[src/rtl/bytewrite_ram_pkg.sv]
// ---------------------------------------------------------------------------
// bytewrite_ram_pkg
// Shared definitions for the byte-write RAM request initiator:
//   - default geometry of the RAM word (lanes, lane width, address bits)
//   - depth of the response buffer (RSP_DEPTH)
//   - the response entry carried through the buffer
//   - a modulo-RSP_DEPTH pointer increment helper
// ---------------------------------------------------------------------------
package bytewrite_ram_pkg;

    localparam int DEF_NUM_COL    = 4;
    localparam int DEF_COL_WIDTH  = 8;
    localparam int DEF_ADDR_WIDTH = 10;
    localparam int DEF_DATA_WIDTH = DEF_NUM_COL * DEF_COL_WIDTH;

    localparam int RSP_DEPTH = 3;

    typedef struct packed {
        logic                      write;
        logic [DEF_DATA_WIDTH-1:0] rdata;
    } rsp_entry_t;

    // Pointers run 0,1,2,0,... because the depth is not a power of two.
    function automatic logic [1:0] ptr_inc(input logic [1:0] p);
        return (p == 2'(RSP_DEPTH - 1)) ? 2'd0 : p + 2'd1;
    endfunction

endpackage

[src/rtl/bytewrite_rsp_fifo.sv]
// ---------------------------------------------------------------------------
// bytewrite_rsp_fifo
// Three-entry in-order response buffer with simultaneous push and pop.
// Ports:
//   clk, rst_n    clock, asynchronous active-low reset
//   push          write push_data into the tail at the next edge
//   push_data     response entry {write, rdata}
//   pop           drop the head entry at the next edge
//   out_valid     buffer holds at least one entry
//   head          entry at the head (all zero after reset)
//   count         number of stored entries, 0..3
// ---------------------------------------------------------------------------
module bytewrite_rsp_fifo
    import bytewrite_ram_pkg::*;
(
    input  logic       clk,
    input  logic       rst_n,
    input  logic       push,
    input  rsp_entry_t push_data,
    input  logic       pop,
    output logic       out_valid,
    output rsp_entry_t head,
    output logic [1:0] count
);

    rsp_entry_t mem_q [RSP_DEPTH];
    rsp_entry_t mem_d [RSP_DEPTH];
    logic [1:0] wr_ptr_q, wr_ptr_d;
    logic [1:0] rd_ptr_q, rd_ptr_d;
    logic [1:0] count_q, count_d;
    logic       do_push;
    logic       do_pop;

    always_comb begin
        mem_d    = mem_q;
        wr_ptr_d = wr_ptr_q;
        rd_ptr_d = rd_ptr_q;
        count_d  = count_q;

        // The initiator's credit rule keeps push away from a full buffer;
        // the guards only make the buffer safe as a standalone block.
        do_pop  = pop && (count_q != 2'd0);
        do_push = push && ((count_q != 2'(RSP_DEPTH)) || do_pop);

        if (do_push) begin
            mem_d[wr_ptr_q] = push_data;
            wr_ptr_d        = ptr_inc(wr_ptr_q);
        end
        if (do_pop) begin
            rd_ptr_d = ptr_inc(rd_ptr_q);
        end

        if (do_push && !do_pop) begin
            count_d = count_q + 2'd1;
        end else if (do_pop && !do_push) begin
            count_d = count_q - 2'd1;
        end
    end

    always_ff @(posedge clk or negedge rst_n) begin
        if (!rst_n) begin
            for (int i = 0; i < RSP_DEPTH; i++) begin
                mem_q[i] <= '0;
            end
            wr_ptr_q <= 2'd0;
            rd_ptr_q <= 2'd0;
            count_q  <= 2'd0;
        end else begin
            mem_q    <= mem_d;
            wr_ptr_q <= wr_ptr_d;
            rd_ptr_q <= rd_ptr_d;
            count_q  <= count_d;
        end
    end

    assign out_valid = (count_q != 2'd0);
    assign head      = mem_q[rd_ptr_q];
    assign count     = count_q;

endmodule

[src/rtl/bytewrite_ram_initiator.sv]
// ---------------------------------------------------------------------------
// bytewrite_ram_initiator
// Turns a valid/ready stream of read / byte-masked write requests into the
// port signals of a read-first byte-write single-port RAM with a one-cycle
// registered output, and returns the pre-access RAM word of every access on
// a valid/ready response stream.
// Ports:
//   clk, rst_n                     clock, asynchronous active-low reset
//   req_valid/req_ready            request handshake
//   req_write, req_be,
//   req_addr, req_wdata            request payload
//   rsp_valid/rsp_ready            response handshake
//   rsp_write, rsp_rdata           response payload (echoed write flag, old word)
//   ram_ena, ram_we, ram_addr,
//   ram_din                        RAM drive
//   ram_dout                       RAM registered output
// ---------------------------------------------------------------------------
module bytewrite_ram_initiator
    import bytewrite_ram_pkg::*;
#(
    parameter int NUM_COL    = DEF_NUM_COL,
    parameter int COL_WIDTH  = DEF_COL_WIDTH,
    parameter int ADDR_WIDTH = DEF_ADDR_WIDTH,
    parameter int DATA_WIDTH = NUM_COL * COL_WIDTH
) (
    input  logic                  clk,
    input  logic                  rst_n,
    input  logic                  req_valid,
    output logic                  req_ready,
    input  logic                  req_write,
    input  logic [NUM_COL-1:0]    req_be,
    input  logic [ADDR_WIDTH-1:0] req_addr,
    input  logic [DATA_WIDTH-1:0] req_wdata,
    output logic                  rsp_valid,
    input  logic                  rsp_ready,
    output logic                  rsp_write,
    output logic [DATA_WIDTH-1:0] rsp_rdata,
    output logic                  ram_ena,
    output logic [NUM_COL-1:0]    ram_we,
    output logic [ADDR_WIDTH-1:0] ram_addr,
    output logic [DATA_WIDTH-1:0] ram_din,
    input  logic [DATA_WIDTH-1:0] ram_dout
);

    logic       accept;
    logic       inflight_q, inflight_d;
    logic       inflight_write_q, inflight_write_d;
    logic [1:0] fifo_count;
    logic [2:0] outstanding;
    rsp_entry_t push_entry;
    rsp_entry_t head_entry;
    logic       fifo_valid;

    // Credit: every accepted access owns a buffer slot from accept until pop,
    // so the buffer can never overflow. Only registered state feeds this.
    assign outstanding = {1'b0, fifo_count} + {2'b00, inflight_q};
    assign req_ready   = (outstanding < 3'(RSP_DEPTH));
    assign accept      = req_valid && req_ready;

    assign ram_ena  = accept;
    assign ram_we   = (accept && req_write) ? req_be : '0;
    assign ram_addr = req_addr;
    assign ram_din  = req_wdata;

    // The inflight flag marks the cycle in which ram_dout holds the word read
    // by the previous accept; that is the only cycle the word is captured.
    always_comb begin
        inflight_d       = accept;
        inflight_write_d = inflight_write_q;
        if (accept) begin
            inflight_write_d = req_write;
        end
    end

    always_ff @(posedge clk or negedge rst_n) begin
        if (!rst_n) begin
            inflight_q       <= 1'b0;
            inflight_write_q <= 1'b0;
        end else begin
            inflight_q       <= inflight_d;
            inflight_write_q <= inflight_write_d;
        end
    end

    assign push_entry.write = inflight_write_q;
    assign push_entry.rdata = ram_dout;

    bytewrite_rsp_fifo u_rsp_fifo (
        .clk       (clk),
        .rst_n     (rst_n),
        .push      (inflight_q),
        .push_data (push_entry),
        .pop       (rsp_valid && rsp_ready),
        .out_valid (fifo_valid),
        .head      (head_entry),
        .count     (fifo_count)
    );

    assign rsp_valid = fifo_valid;
    assign rsp_write = head_entry.write;
    assign rsp_rdata = head_entry.rdata;

endmodule

[config.mk]
export PLATFORM = sky130hd
export DESIGN_NAME = bytewrite_ram_initiator
export DESIGN_NICKNAME = d
export VERILOG_FILES = /design/src/rtl/bytewrite_ram_pkg.sv /design/src/rtl/bytewrite_rsp_fifo.sv /design/src/rtl/bytewrite_ram_initiator.sv
export SDC_FILE = /design/constraint.sdc
export NUM_CORES = 1
export LEC_CHECK = 0
export ABC_AREA = 1
export BUFFER_PORTS_ARGS = -buffer_cell sky130_fd_sc_hd__buf_4
export CORE_MARGIN = 2
export CORE_UTILIZATION = 50
export DETAILED_ROUTE_END_ITERATION = 10
export PLACE_DENSITY_LB_ADDON = 0.15
export SYNTH_ARGS = -nofsm -noshare
export SYNTH_HDL_FRONTEND = slang
export SYNTH_SLANG_ARGS = --single-unit
[constraint.sdc]
create_clock -name clk -period 2 [get_ports clk]
set_input_delay 0.3 -clock clk [delete_from_list [all_inputs] [get_ports clk]]
set_output_delay 0.3 -clock clk [all_outputs]
set_load 0.05 [all_outputs]
* Word-level counts from Yosys, hierarchy flattened
Index checks and enable logic that the tools add are counted.
** Cells by class
- Shift operators :: 0
- $add $sub $neg :: 5
- Equality and inequality tests :: 3
- Mux-type cells :: 11
- Multipliers :: 0
- Reductions and logical operators :: 13
- Bitwise operators :: 2
- Divide/modulo/power cells :: 0
- Magnitude comparators :: 4
** Operator list (count)
- 99-bit bitwise mux :: 1
- 33-bit two-way mux :: 3
- 33-bit binary-select mux with 2-bit select :: 1
- 33-bit demux with 2-bit select :: 1
- 1-bit logical AND :: 8
- 2-bit two-way mux :: 4
- 2-bit by 1-bit adder with 2-bit output, second input constant :: 3
- 3-bit greater-or-equal comparator, second input constant :: 2
- 2-bit NOT with 3-bit output :: 2
- 2-bit equality test, second input constant :: 2
- 4-bit two-way mux :: 1
- 2-bit nonzero test :: 2
- 2-bit by 1-bit adder with 3-bit output :: 1
- 3-bit by 1-bit < comparator with 1-bit output, second input constant :: 1
- 3-bit by 2-bit < comparator with 1-bit output, second input constant :: 1
- 1-bit logical NOT :: 2
- 2-bit inequality test, second input constant :: 1
- 2-bit by 1-bit subtractor with 2-bit output, second input constant :: 1
- 1-bit logical OR :: 1
** Storage, ports and cells
- Memory bits (writable) :: 0
- Bits in registers :: 107
- ROM bits :: 0
- Bits in latches :: 0
- Output and inout bits :: 82
- Input port bits :: 83
- Memories kept :: 0

* Depth between registers and ports, before layout
- Depth in word-level cells :: 9
- Gate-level depth with buffers :: 12
- Gate-level depth less buffers :: 10

* By module
Synthesis repeated with hierarchy kept, for this count alone.
** Second synthesis, totals
- Cells, all modules :: 688
- Area total of the unflattened synthesis :: 5451.5 µm²
** By module, submodules not included
- bytewrite_rsp_fifo :: cells each 624, seq. area each 2627.5 µm², times used 1, area an instance 4979.8 µm²
- bytewrite_ram_initiator :: cells each 64, seq. area each 50.0 µm², times used 1, area an instance 471.7 µm²

* Worst setup path before layout
No wires, ideal clock.
- Path kind :: register to output
- From :: reg inflight_q
- To :: out ram_we[0]
- Path slack :: -0.566 ns
- Stages on the path, launching flop included :: 8
- Data required time :: 1.700 ns
- Arrival :: 2.266 ns
- Buffers on the path :: 0
- Cells stage by stage :: dfrtp_1 ha_1 ha_1 nand2_1 nand3_1 inv_1 nand2_1 nor2_1
** Between the ends
- Word-level cells in the longest chain between the ends :: 5
** Ends and longest elaborated chain
- start: declaration :: line bytewrite_ram_initiator.sv:46 : logic inflight_q, inflight_d;
- start signal: assignment :: line bytewrite_ram_initiator.sv:80 : inflight_q <= inflight_d;
- 2-bit by 1-bit adder with 3-bit output :: line bytewrite_ram_initiator.sv:56 : assign outstanding = {1'b0, fifo_count} + {2'b00, inflight_q};
- 3-bit by 2-bit < comparator with 1-bit output :: line bytewrite_ram_initiator.sv:57 : assign req_ready = (outstanding < 3'(RSP_DEPTH));
- 1-bit logical AND :: line bytewrite_ram_initiator.sv:58 : assign accept = req_valid && req_ready;
- named net ram_ena :: line bytewrite_ram_initiator.sv:38 : output logic ram_ena,
- 1-bit logical AND :: line bytewrite_ram_initiator.sv:61 : assign ram_we = (accept && req_write) ? req_be : '0;
- 4-bit two-way mux :: line bytewrite_ram_initiator.sv:61
- end: declaration :: line bytewrite_ram_initiator.sv:39 : output logic [NUM_COL-1:0] ram_we,
The timed path passes the listed nets, and every way through them passes these cells.

* Worst setup path in the final report
- From :: reg inflight_q
- To :: out ram_we[3]
** Between the ends
- Word-level cells in the longest chain between the ends :: 5
** Ends and longest elaborated chain (line)
- 2-bit by 1-bit adder with 3-bit output :: bytewrite_ram_initiator.sv:56
- 3-bit by 2-bit < comparator with 1-bit output :: bytewrite_ram_initiator.sv:57
- 1-bit logical AND :: bytewrite_ram_initiator.sv:58
- 1-bit logical AND :: bytewrite_ram_initiator.sv:61
- 4-bit two-way mux :: bytewrite_ram_initiator.sv:61
No other way between the ends.

==> flow_metrics.py <==
metrics = {
    "synthesis": {
        "ys_types": 16,
        "syn_area_per_cell_um2": 7.92,
        "synthCells": 686,
        "yosys_warnings": 0,
        "yosys.area.top_type": "dfrtp_1",
        "synth-edff-count": 0,
        "synth_flop_cell": "dfrtp_1",
        "synth-seq-cells": 107,
        "yosys.area.top_type_share_pct": 49.3,
        "ys_top_cells_by_count": "nand2_1, dfrtp_1, nand4_1",
        "synthTopCellsByArea": "dfrtp_1, nand2_1, nand4_1",
        "synth.most_common_cell": "nand2_1",
        "synth_seq_area_share_pct": 49.3,
        "syn-num-nets": 772,
        "async_flop_share_pct": 100,
        "syn_area_mm2": 0.00543,
    },
    "timing": {
        "fin_crit_ns": 2.19,
        "slew_violations": 0,
        "setup_slack_ns": -0.195,
        "tightest_slew_ns": 0.622,
        "fmax_mhz": 456,
        "whs_ns": 0.180,
        "rsz0062_at_grt": "yes",
        "finalSetupViolCount": 5,
        "final.setup.tns_ns": -0.896,
        "hold_viol_final": 0,
        "slew-limit-headroom_pct": 58.6,
        "skew_ns": 0.0118,
        "finalCritPeriodShare_pct": 110,
    },
    "hold_path": {
        "hp-class": "input pin to flop",
        "worstHoldPathCells": 3,
    },
    "drt": {
        "wl_per_cell_um": 16.8,
        "drtAntennaViolNets": 0,
        "vias_per_cell": 5.57,
        "dr.pass1.iters": 5,
        "drc": 0,
        "wl_mm": 14.5,
        "drt-initial-drc-count": 326,
        "vias": 4828,
    },
    "clock_network": {
        "worstSkewPairLatency_ns": 0.38,
        "tritoncts": "built",
        "cts_made_buffers": 9,
        "h-tree-depth": 3,
        "cts_root_buf": "clkbuf_8",
        "cts_buffer_depth": 2,
        "cts_sinks": 107,
        "clk_pin_slew_worst_paths_ns": 0.10,
    },
    "worst_setup_path": {
        "startpoint_type": "flop",
        "critPathKind": "flop to output port",
        "crit_end": "ram_we[3]",
        "crit_start": "inflight_q",
        "crit_fanout": 5,
        "critPathCaptureType": "output port",
        "worst_ep_arrival_time_ns": 1.89,
        "crit_slowest_cell": "dfrtp_4",
        "reg2reg_depth": 4,
        "cp.required_ns": 1.70,
        "cp_cell_sequence": "ha_4 > ha_4 > nand2_4 > nand3_4 > clkinvlp_4 > nand2_4 > nor2_4 > buf_8",
        "r2r-start": "inflight_q",
        "r2r_slack_ns": 0.17,
        "r2r-end": "u_rsp_fifo.mem_q[55]",
        "critPathMaxStageDelay_ns": 0.50,
    },
    "floorplanning": {
        "io_pins": 165,
        "dieArea_mm2": 0.0117,
        "core_mm2": 0.0107,
        "initial_utilization_pct": 50.8,
        "fp.dieW_um": 108,
        "num_rows": 38,
        "die_y_um": 108,
    },
    "outcome": {
        "status": "complete, but fails checks",
        "violations": "setup timing",
    },
    "job": {
        "maxCapViolations": 0,
    },
    "global_route": {
        "antenna_found_initial": 0,
        "grt_pass1_wl_mm": 23.1,
        "grt_max_degree": 65,
        "overflow": 0,
        "grt_usage_pct": 25.3,
        "grt_pass1_vias": 4641,
    },
    "place": {
        "globalplace.congestion": 0.799,
        "port_buffers": 80,
        "dpl.hpwl_mm": 8.79,
    },
    "power": {
        "p_per_area_mw_per_mm2": 2020,
        "ir_worst_vdd_v": 0.00137,
        "leakage_uw": 0.00350,
    },
    "layout": {
        "fillers": 971,
        "fin_util_pct": 61.6,
        "areaGrowthSynthToFinish_pct": 21.4,
        "drive_above_1_share_pct": 24.9,
        "diodes": 0,
        "nets": 808,
    },
}
## cells by family (layout without fill, tap and decap cells)
family	after synthesis	after routing	synth area share [%]
AO/OA/AOI/OAI	1	1	0.0921
XOR/XNOR	1	1	0.161
adder cells (fa/ha/maj)	3	3	0.691
buffers and inverters	107	148	11.2
flip-flops	107	107	49.3
AND/OR/NAND/NOR	467	467	38.5
## critical path, delay by kind of cell (launching register included)
family	cells	cell delay, ns
DFF	1	0.50
adders and majority gates	2	0.44
and+or+nand+nor	4	0.32
buffers and inverters	2	0.25
## state kept, by name (all words and copies together) (netlist names)
register and cells:
inflight_q 1, u_rsp_fifo.wr_ptr_q 2, u_rsp_fifo.mem_q 99, u_rsp_fifo.count 2, inflight_write_q 1, u_rsp_fifo.rd_ptr_q 2
## through the flow
step	cells	setup slack, ns	total power (uW)	area [um^2]
global placement	843	0.167	10800	5960
global route	867	-0.258	14200	6590
CTS	862	-0.189	12400	6210
finish	867	-0.195	13300	6590
detailed placement	843	0.127	11000	5960
floorplan	686	0.0409	8960	5490
## layer usage
| layer | routed length, um | vias up | GRT usage (%) |
|---|---|---|---|
| met5 | 0 | - | 0 |
| met4 | 170 | 0 | 6.96 |
| met3 | 778 | 20 | 5.00 |
| met2 | 7390 | 134 | 43.5 |
| met1 | 6190 | 2385 | 32.5 |
| li1 | - | 2289 | - |
## cell type report
| cell class | instances | area (um^2) | area share [%] |
|---|---|---|---|
| sequential | 107 | 2680 | 40.7 |
| clock buffer | 11 | 141 | 2.14 |
| clock inverter | 5 | 43.8 | 0.664 |
| multi-input combinational | 472 | 2390 | 36.2 |
| tap | 140 | 175 | 2.66 |
| inverter | 16 | 63.8 | 0.968 |
| timing repair buffer | 116 | 1100 | 16.7 |
## power breakdown
group | internal, uW | leakage (uW) | switching (uW)
clock | 504 | 0.0000945 | 785
sequential | 3160 | 0.00134 | 603
combinational | 2850 | 0.00207 | 5440
total | 6520 | 0.00350 | 6830
## timing repair
item	CTS	global route
pin swaps	4	4
resized for setup	9	74
setup buffers	2	2
setup endpoints to repair	13	38
gates cloned	0	3
hold buffers	1	0
endpoints found under the hold margin	64	0
## worst min path at each step
| stage | from | end | slack (ns) |
|---|---|---|---|
| after floorplan | rst_n | inflight_q | 0.004 |
| after detailed placement | rst_n | u_rsp_fifo.mem_q[48] | 0.33 |
| after global routing | ram_dout[4] | u_rsp_fifo.mem_q[4] | 0.17 |
| after CTS | ram_dout[2] | u_rsp_fifo.mem_q[68] | 0.16 |
| after global placement | rst_n | u_rsp_fifo.mem_q[47] | 0.34 |
| final | rsp_ready | u_rsp_fifo.rd_ptr_q[1] | 0.18 |
## layout by cell type, fill, tap and decap left out, drive strengths merged, types with 3 or more instances in the layout
cell    count
buf       113
clkbuf     13
clkinv      3
dfrtp     107
ha          3
inv        17
nand2     316
nand3      41
nand4     100
nor2       10
(Power assumes the default switching activity.)
